--- config.mk ---
export PLATFORM = sky130hd
export DESIGN_NAME = key_recorder
export DESIGN_NICKNAME = d
export VERILOG_FILES = /design/src/rtl/key_recorder.sv
export SDC_FILE = /design/constraint.sdc
export NUM_CORES = 2
export LEC_CHECK = 0
export ABC_AREA = 1
export BUFFER_PORTS_ARGS = -buffer_cell sky130_fd_sc_hd__buf_4
export CAP_MARGIN = 20
export CORE_MARGIN = 2
export CORE_UTILIZATION = 50
export CTS_CLUSTER_DIAMETER = 80
export CTS_CLUSTER_SIZE = 28
export DETAILED_ROUTE_END_ITERATION = 8
export PLACE_DENSITY = 0.68
export SYNTH_ARGS = -nofsm -noshare
export SYNTH_HDL_FRONTEND = slang
export SYNTH_SLANG_ARGS = --single-unit
--- constraint.sdc ---
create_clock -name sys_CLK -period 12.55 [get_ports sys_CLK]
set_clock_uncertainty 0.05 [all_clocks]
set_input_delay 0 -clock sys_CLK [delete_from_list [all_inputs] [get_ports sys_CLK]]
set_output_delay 0 -clock sys_CLK [all_outputs]
set_load 0.02 [all_outputs]
--- src/rtl/key_recorder.sv ---
// key_recorder: records live key/octave activity into a buffer and replays it.
// Define KEY_RECORDER_LOOP_EN to loop playback until replay is pulsed again.
module key_recorder #(
  parameter int DEPTH    = 64,
  parameter int DUR_W    = 16,
  parameter int TICK_DIV = 500000
) (
  input  logic                   sys_CLK,
  input  logic                   sys_RST_n,
  input  logic                   rec,
  input  logic                   replay,
  input  logic [6:0]             key_in,
  input  logic                   high_in,
  input  logic                   low_in,
  output logic [6:0]             key_out,
  output logic                   high_out,
  output logic                   low_out,
  output logic                   playing,
  output logic                   rec_full,
  output logic [$clog2(DEPTH):0] count
);

  localparam int AW = $clog2(DEPTH);
  localparam int CW = AW + 1;
  localparam int TW = (TICK_DIV > 1) ? $clog2(TICK_DIV) : 1;
  localparam int EW = 9 + DUR_W;
`ifdef KEY_RECORDER_LOOP_EN
  localparam bit LoopEn = 1'b1;
`else
  localparam bit LoopEn = 1'b0;
`endif

  typedef enum logic [1:0] {
    IDLE, REC, PLAY_LOAD, PLAY_HOLD
  } state_e;

  state_e           state_q;
  logic             rec_q;
  logic             replay_q;
  logic [TW-1:0]    tdiv_q;
  logic [8:0]       pass_q;
  logic [8:0]       ent_q;
  logic [8:0]       held_q;
  logic [DUR_W-1:0] dur_q;
  logic [DUR_W-1:0] rem_q;
  logic [CW-1:0]    wr_ptr_q;
  logic [CW-1:0]    rd_ptr_q;
  logic [CW-1:0]    count_q;
  logic             playing_q;
  logic             full_q;
  logic [EW-1:0]    mem [DEPTH];

  logic          tick;
  logic          rec_rise;
  logic          rec_fall;
  logic          replay_rise;
  logic [8:0]    sample;
  logic          same;
  logic          dur_max;
  logic          has_dur;
  logic          at_end;
  logic          rec_cut;
  logic          mem_we;
  logic [CW-1:0] wr_nxt;
  logic [CW-1:0] rd_nxt;

  assign tick        = (tdiv_q == TW'(TICK_DIV - 1));
  assign rec_rise    = rec & ~rec_q;
  assign rec_fall    = ~rec & rec_q;
  assign replay_rise = replay & ~replay_q;
  assign sample      = {key_in, high_in, low_in};
  assign same        = (sample == held_q);
  assign dur_max     = &dur_q;
  assign has_dur     = |dur_q;
  assign at_end      = (wr_ptr_q == CW'(DEPTH));
  assign wr_nxt      = wr_ptr_q + CW'(1);
  assign rd_nxt      = rd_ptr_q + CW'(1);

  // The held run closes on rec fall, a new key, or a saturated duration.
  assign rec_cut = rec_fall | (tick & ~(same & ~dur_max));
  assign mem_we  = (state_q == REC) & rec_cut & has_dur & ~at_end;

  always_ff @(posedge sys_CLK) begin
    if (mem_we) mem[wr_ptr_q[AW-1:0]] <= {held_q, dur_q};
  end

  always_ff @(posedge sys_CLK or negedge sys_RST_n) begin
    if (!sys_RST_n) begin
      state_q   <= IDLE;
      rec_q     <= 1'b0;
      replay_q  <= 1'b0;
      tdiv_q    <= '0;
      pass_q    <= '0;
      ent_q     <= '0;
      held_q    <= '0;
      dur_q     <= '0;
      rem_q     <= '0;
      wr_ptr_q  <= '0;
      rd_ptr_q  <= '0;
      count_q   <= '0;
      playing_q <= 1'b0;
      full_q    <= 1'b0;
    end else begin
      rec_q    <= rec;
      replay_q <= replay;
      pass_q   <= sample;
      tdiv_q   <= tick ? '0 : tdiv_q + TW'(1);
      if (rec_rise) begin
        state_q   <= REC;
        wr_ptr_q  <= '0;
        count_q   <= '0;
        full_q    <= 1'b0;
        held_q    <= sample;
        dur_q     <= '0;
        playing_q <= 1'b0;
      end else begin
        unique case (state_q)
          IDLE: begin
            if (replay_rise && !rec && count_q != '0) begin
              state_q   <= PLAY_LOAD;
              rd_ptr_q  <= '0;
              ent_q     <= '0;
              playing_q <= 1'b1;
            end
          end
          REC: begin
            if (rec_cut) begin
              if (mem_we) begin
                wr_ptr_q <= wr_nxt;
                count_q  <= wr_nxt;
              end
              if (has_dur && at_end) begin
                full_q  <= 1'b1;
                state_q <= IDLE;
              end
              if (rec_fall) state_q <= IDLE;
              held_q <= sample;
              dur_q  <= DUR_W'(1);
            end else if (tick) begin
              dur_q <= dur_q + DUR_W'(1);
            end
          end
          PLAY_LOAD: begin
            if (LoopEn && replay_rise) begin
              state_q   <= IDLE;
              playing_q <= 1'b0;
            end else begin
              {ent_q, rem_q} <= mem[rd_ptr_q[AW-1:0]];
              state_q        <= PLAY_HOLD;
            end
          end
          PLAY_HOLD: begin
            if (LoopEn && replay_rise) begin
              state_q   <= IDLE;
              playing_q <= 1'b0;
            end else if (tick) begin
              if (rem_q < DUR_W'(2)) begin
                if (rd_nxt != count_q) begin
                  rd_ptr_q <= rd_nxt;
                  state_q  <= PLAY_LOAD;
                end else if (LoopEn) begin
                  rd_ptr_q <= '0;
                  state_q  <= PLAY_LOAD;
                end else begin
                  state_q   <= IDLE;
                  playing_q <= 1'b0;
                end
              end else begin
                rem_q <= rem_q - DUR_W'(1);
              end
            end
          end
          default: state_q <= IDLE;
        endcase
      end
    end
  end

  assign {key_out, high_out, low_out} = playing_q ? ent_q : pass_q;
  assign playing  = playing_q;
  assign rec_full = full_q;
  assign count    = count_q;

endmodule

# == Yosys cells after proc, flatten, opt, wreduce, memory -nomap -nowiden ==
# Memories as Yosys holds them, arrays and structs flattened.
# Cells that the tools add are included.
# word_totals
memories,1
out_inout_bits,18
regBits,98
mem_bits_rw,1600
in_bits,13
elab_cells,124
# mem_list
memory,words,word_bits,rd,rd_clocked_by_memory_dff,wr,line,source
mem,64,25,1,0,1,51,logic [EW-1:0] mem [DEPTH];
# op_classes
n_mux,44
bitwise,16
n_eq_ne,18
n_lt_le_gt_ge,1
n_addsub,5
reduce_logical,26
# op_table
operator,count
16-bit 2-to-1 mux,6
7-bit 2-to-1 mux,8
9-bit 2-to-1 mux,5
16-bit one-hot mux with 2 select lines,1
19-bit by 1-bit adder with 19-bit output (second input constant),1
19-bit == test (second input constant),1
19-bit 2-to-1 mux,1
9-bit one-hot mux with 2 select lines,1
16-bit by 1-bit adder with 16-bit output (second input constant),1
16-bit by 2-bit less-than comparator with 1-bit output (second input constant),1
2-bit 2-to-1 mux,8
16-bit AND reduction,1
16-bit OR reduction,1
16-bit by 1-bit subtractor with 16-bit output (second input constant),1
3-bit inequality test (second input constant),5
7-bit by 1-bit adder with 7-bit output (second input constant),2
7-bit one-hot mux with 2 select lines,1
2-bit nonzero test,7
1-bit 2-to-1 mux,11
2-bit inequality test (second input constant),5
5-bit AND reduction,2
9-bit == test,1
3-bit AND reduction,3
1-bit AND,8
17 further kinds,28

# == Longest topological paths before layout ==
# logic_depth
word_depth,13
ltp_mapped,15

# == Worst setup path after synthesis ==
# OpenSTA, ideal clock, no wires.
# synth_path
path_kind,flip-flop to flip-flop
start,reg dur_q[0]
end,"mem mem[0][0] in the netlist's numbering, enable pin"
required_time_ns,12.062
path_stages_with_launch,11
synth_period_minus_slack_ns,4.586
arrival_time_ns,4.098
setup_ns,0.438
setup_slack_ns,7.964
n_path_buf,1
cell_sequence,dfrtp_1 > ha_1 > nand2_1 > nor3_1 > nand3_1 > nand3_1 > nand2_2 > nor3_4 > inv_2 > buf_2 > nor3_1
# synth_between
elab_chain_len,11
word_cells_on_any_way,12
cone_classes,mux (2); bitwise (8); reduce/logical (2)
# synth_lines
item,line,source
"start, declared",44,logic [DUR_W-1:0] dur_q;
"start signal, assigned",140,dur_q <= dur_q + DUR_W'(1);
16-bit AND reduction,73,assign dur_max = &dur_q;
1-bit NOT,80,assign rec_cut = rec_fall | (tick & ~(same & ~dur_max));
1-bit AND,80,
1-bit NOT,80,
1-bit AND,80,
1-bit OR,80,
1-bit AND,81,assign mem_we = (state_q == REC) & rec_cut & has_dur & ~at_end;
1-bit AND (*) (2 in series),81,
1-bit 2-to-1 mux (*),84,"if (mem_we) mem[wr_ptr_q[AW-1:0]] <= {held_q, dur_q};"
1-bit 2-to-1 mux (not written as such) (*),84,
"end, declared",51,
# Mark *: on every way between the ends. The rest lies on a longest branch, timed or not.

# == Worst setup path in the final report ==
# layout_path
start,reg dur_q[7]
end,"mem mem[57][22] in the netlist's numbering, enable pin"
# The elaborated chain is that of the path after synthesis.

==> results.txt <==
----------------------------------------------------
[Drt]
  First drt pass iteration count ... 8
  Drt total wl ... approximately 190,000 µm
  DRC violations left ... 0
  Number of DRC markers in iteration 0 ... around 6.3k
  Vias after detailed routing ... 46.95k
  Wirelength per Cell ... between 20 and 25 µm
  Via-per-instance ratio ... ~6
  Remaining antenna violation count ... 0

[Clock tree]
  Clock tree sinks ... approximately 1.7k
  Max H-tree Level ... 3
  Register clock-pin slew on the reported worst setup and hold paths ... about 0.10 ns
  Clock tree from TritonCTS ... yes
  Maximum buffer depth of the clock tree ... 3
  CTS Buf Count ... 74
  Clk Latency, worst-skew pair ... between 0.7 and 0.8 ns
  Buffer count from post-CTS setup fixing ... 0
  Root buffer cell ... clkbuf_16

[Placed design]
  Placed wire-length estimate after detailed placement ... 97,100 µm
  Worst setup timing slack at the placement stage ... approximately 7.2 ns
  Final Wtd Congestion ... 0.9237
  Port Buffers ... 30

[Critical path]
  Startpoint kind of the worst setup timing path ... flip-flop
  Arrival @ worst endpoint ... approximately 5.8 ns
  Endpoint class of the critical path ... flip-flop
  Critical path type ... reg2reg
  Req. time, crit path ... around 13 ns
  Highest fanout seen on the critical path ... 34

[Pwr]
  Static Leakage ... roughly 0.027 µW
  Worst-case vdd ir drop ... 0.2050 mV
  P per Cell Area ... roughly 150 nW/µm²

[Global route]
  Maximum number of pins on one net before global-route repair ... roughly 250
  Combined global-route utilization of all metal layers ... 26.38%
  Number of antenna violations at the first check in global routing ... 4
  Remaining global-route overflow ... 0
  Global-route wire length before repair ... between 200,000 and 300,000 µm
  Via count of the first global-routing pass ... about 44k

[Timing]
  Actual slew at the worst max-slew pin ... ~1.3 ns
  Final count of negative-setup-slack endpoints ... 0
  RSZ-0062 raised after global routing ... no
  Final Slew Violations ... 0
  Clock period minus worst slack ... 5.414 ns
  Hold Worst Slack ... between 0.04 and 0.05 ns
  Peak clock frequency supported by timing ... ~180 MHz
  Total negative setup slack ... 0 ns
  Final critical-path setup slack ... between 7 and 8 ns
  Portion of the clock cycle consumed by the worst path in the final layout ... between 40% and 50%
  Hold Vio Cnt, Final ... 0
  Relative max-transition margin ... between 10% and 20%

[Synthesis]
  Flip-flop and latch count after synthesis ... roughly 1.7k
  Sequential element share of the synthesized area ... between 70% and 80%
  Async SR Flop Fraction ... about 5.8%
  Post-synthesis net count ... between 6k and 7k
  Post-Syn Area per Cell ... roughly 11 µm²
  Post-synth top flop ... edfxtp_1
  Number of different library cells in the post-synthesis netlist ... 36
  Post-synthesis instance area ... 69,850 µm²
  EDFF count, synth ... ~1.6k
  Yosys warnings ... 0
  Number of standard cells after synthesis ... approximately 6.2k

[Min path]
  Class of the tightest hold or removal check ... in2reg

[Floorplan]
  Number of ports placed on the die boundary ... 31
  Die Span Y ... 377.8 µm
  Number of placement rows ... roughly 140
  Starting utilization of the core area ... between 50% and 60%
  Core area ... ~140,000 µm²
  Width of the die ... about 380 µm
  Area enclosed by the die boundary ... 142,700 µm²

[Outcome]
  Status ... complete, no violations

[Layout]
  Commonest non-fill, non-tap cells in the layout ... nand2_1 (2,238), edfxtp_1 (1,600), nand3_1 (1,420)
  Fill cells ... between 10k and 15k
  Post-layout net count ... roughly 6k
  Fraction of layout instances using a drive strength above 1 ... between 5 and 6%
  Synthesis-to-layout area growth ... 7.049%
  Finished Core Util ... a little over half
  Most common cell after layout, fill and taps aside ... nand2_1

[Flow run]
  Max-cap violations ... 0

----------------------------------------------------
## cell families after synthesis
kind of cell,count (synthesis),synth area share [%]
XOR/XNOR,18,0.2257
AO/OA/AOI/OAI,104,0.7756
flip-flops,1698,72.29
AND/OR/NAND/NOR,3886,23.66
adder cells (fa/ha/maj),9,0.1612
buffers and inverters,491,2.882
## power by group
part	internal (µW)	switching (µW)
Clock	1260	1730
Sequential	6400	93.7
Combinational	525	1540
Total	8180	3360
## final timing paths
check | from | end | slack [ns] | cells past startpoint
worst max register to register | dur_q[7]$_DFFE_PN0P_ | mem[57][22]$_DFFE_PP_ | 7.14 | 10
worst min-delay path | key_in[3] | held_q[5]$_DFFE_PN0P_ | 0.05 | 4
worst max-delay path | dur_q[7]$_DFFE_PN0P_ | mem[57][22]$_DFFE_PP_ | 7.14 | 10
worst min register to register | tdiv_q[0]$_DFF_PN0_ | tdiv_q[0]$_DFF_PN0_ | 0.43 | 1
min in group asynchronous | sys_RST_n | dur_q[3]$_DFFE_PN0P_ | 0.35 | 4
max in group asynchronous | sys_RST_n | rd_ptr_q[0]$_DFFE_PN0P_ | 11.18 | 4
## critical path, stage by stage, from the launching register on
cell,delay (ns)
dfrtp_2,0.87
buf_4,0.55
nand3_1,0.26
nor3_1,0.30
nand3_1,0.11
nand3_1,0.13
nand2_2,0.15
nor3_4,0.51
nand3_1,0.87
nor2_2,0.85
buf_4,0.37
## stage by stage
step	instances	power, µW	area, µm²
after detailed placement	7861	8638	72160
after CTS	8002	11540	74740
final	8004	11540	74770
after global placement	7861	8601	72160
after floorplan	6206	7916	69850
after global routing	8003	11960	74770
## Yosys cell counts, types with 5 or more instances
cell      count  share of area [%]
nand3_1    1420                 10
ha_1          9               0.16
nor4_1        5              0.045
nand3b_1      6              0.064
nand4_1      14               0.13
a21oi_1      49               0.35
nor3_1       31               0.22
o21ai_0      44               0.32
edfxtp_1   1600                 69
nor2_1      156               0.84
clkbuf_1    190                1.0
dfrtp_1      98                3.5
nand2_1    2238                 12
inv_1       111               0.60
xor2_1       15               0.19
buf_1        52               0.28
nand2_2       6              0.054
buf_2       129               0.92
## per-layer routing
layer / global-route usage, % / wire [µm] / up-vias
li1: - / - / 21230
met1: 36.70 / 74730 / 23020
met2: 41.89 / 88450 / 2340
met3: 4.361 / 18370 / 352
met4: 10.00 / 7586 / 2
met5: 0 / 13 / -
## timing repair
action	CTS	global route
hold buffers	25	0
gates resized for setup	0	0
endpoints found under the hold margin	110	0
## sequential cells by signal (all words and copies together), names as in the netlist
signal and flops:
rec_q 1, rd_ptr_q 7, state_q 2, count 7, tdiv_q 19, replay_q 1
ent_q 9, rem_q 16, playing 1, mem 1600, pass_q 9, rec_full 1
dur_q 16, held_q 9
## final cells by class
| class | count | area [µm²] | share of cell area, % |
|---|---|---|---|
| well taps | 1876 | 2347 | 3.139 |
| clock inverters | 15 | 196.4 | 0.2627 |
| repair buffers | 178 | 1524 | 2.038 |
| flip-flops and latches | 1698 | 50550 | 67.60 |
| inverters | 118 | 476.7 | 0.6375 |
| clock buffers | 101 | 2123 | 2.840 |
| multi-input cells | 4017 | 17560 | 23.48 |
| diodes | 1 | 2.502 | 0.003347 |
(Power assumes the default switching activity.)
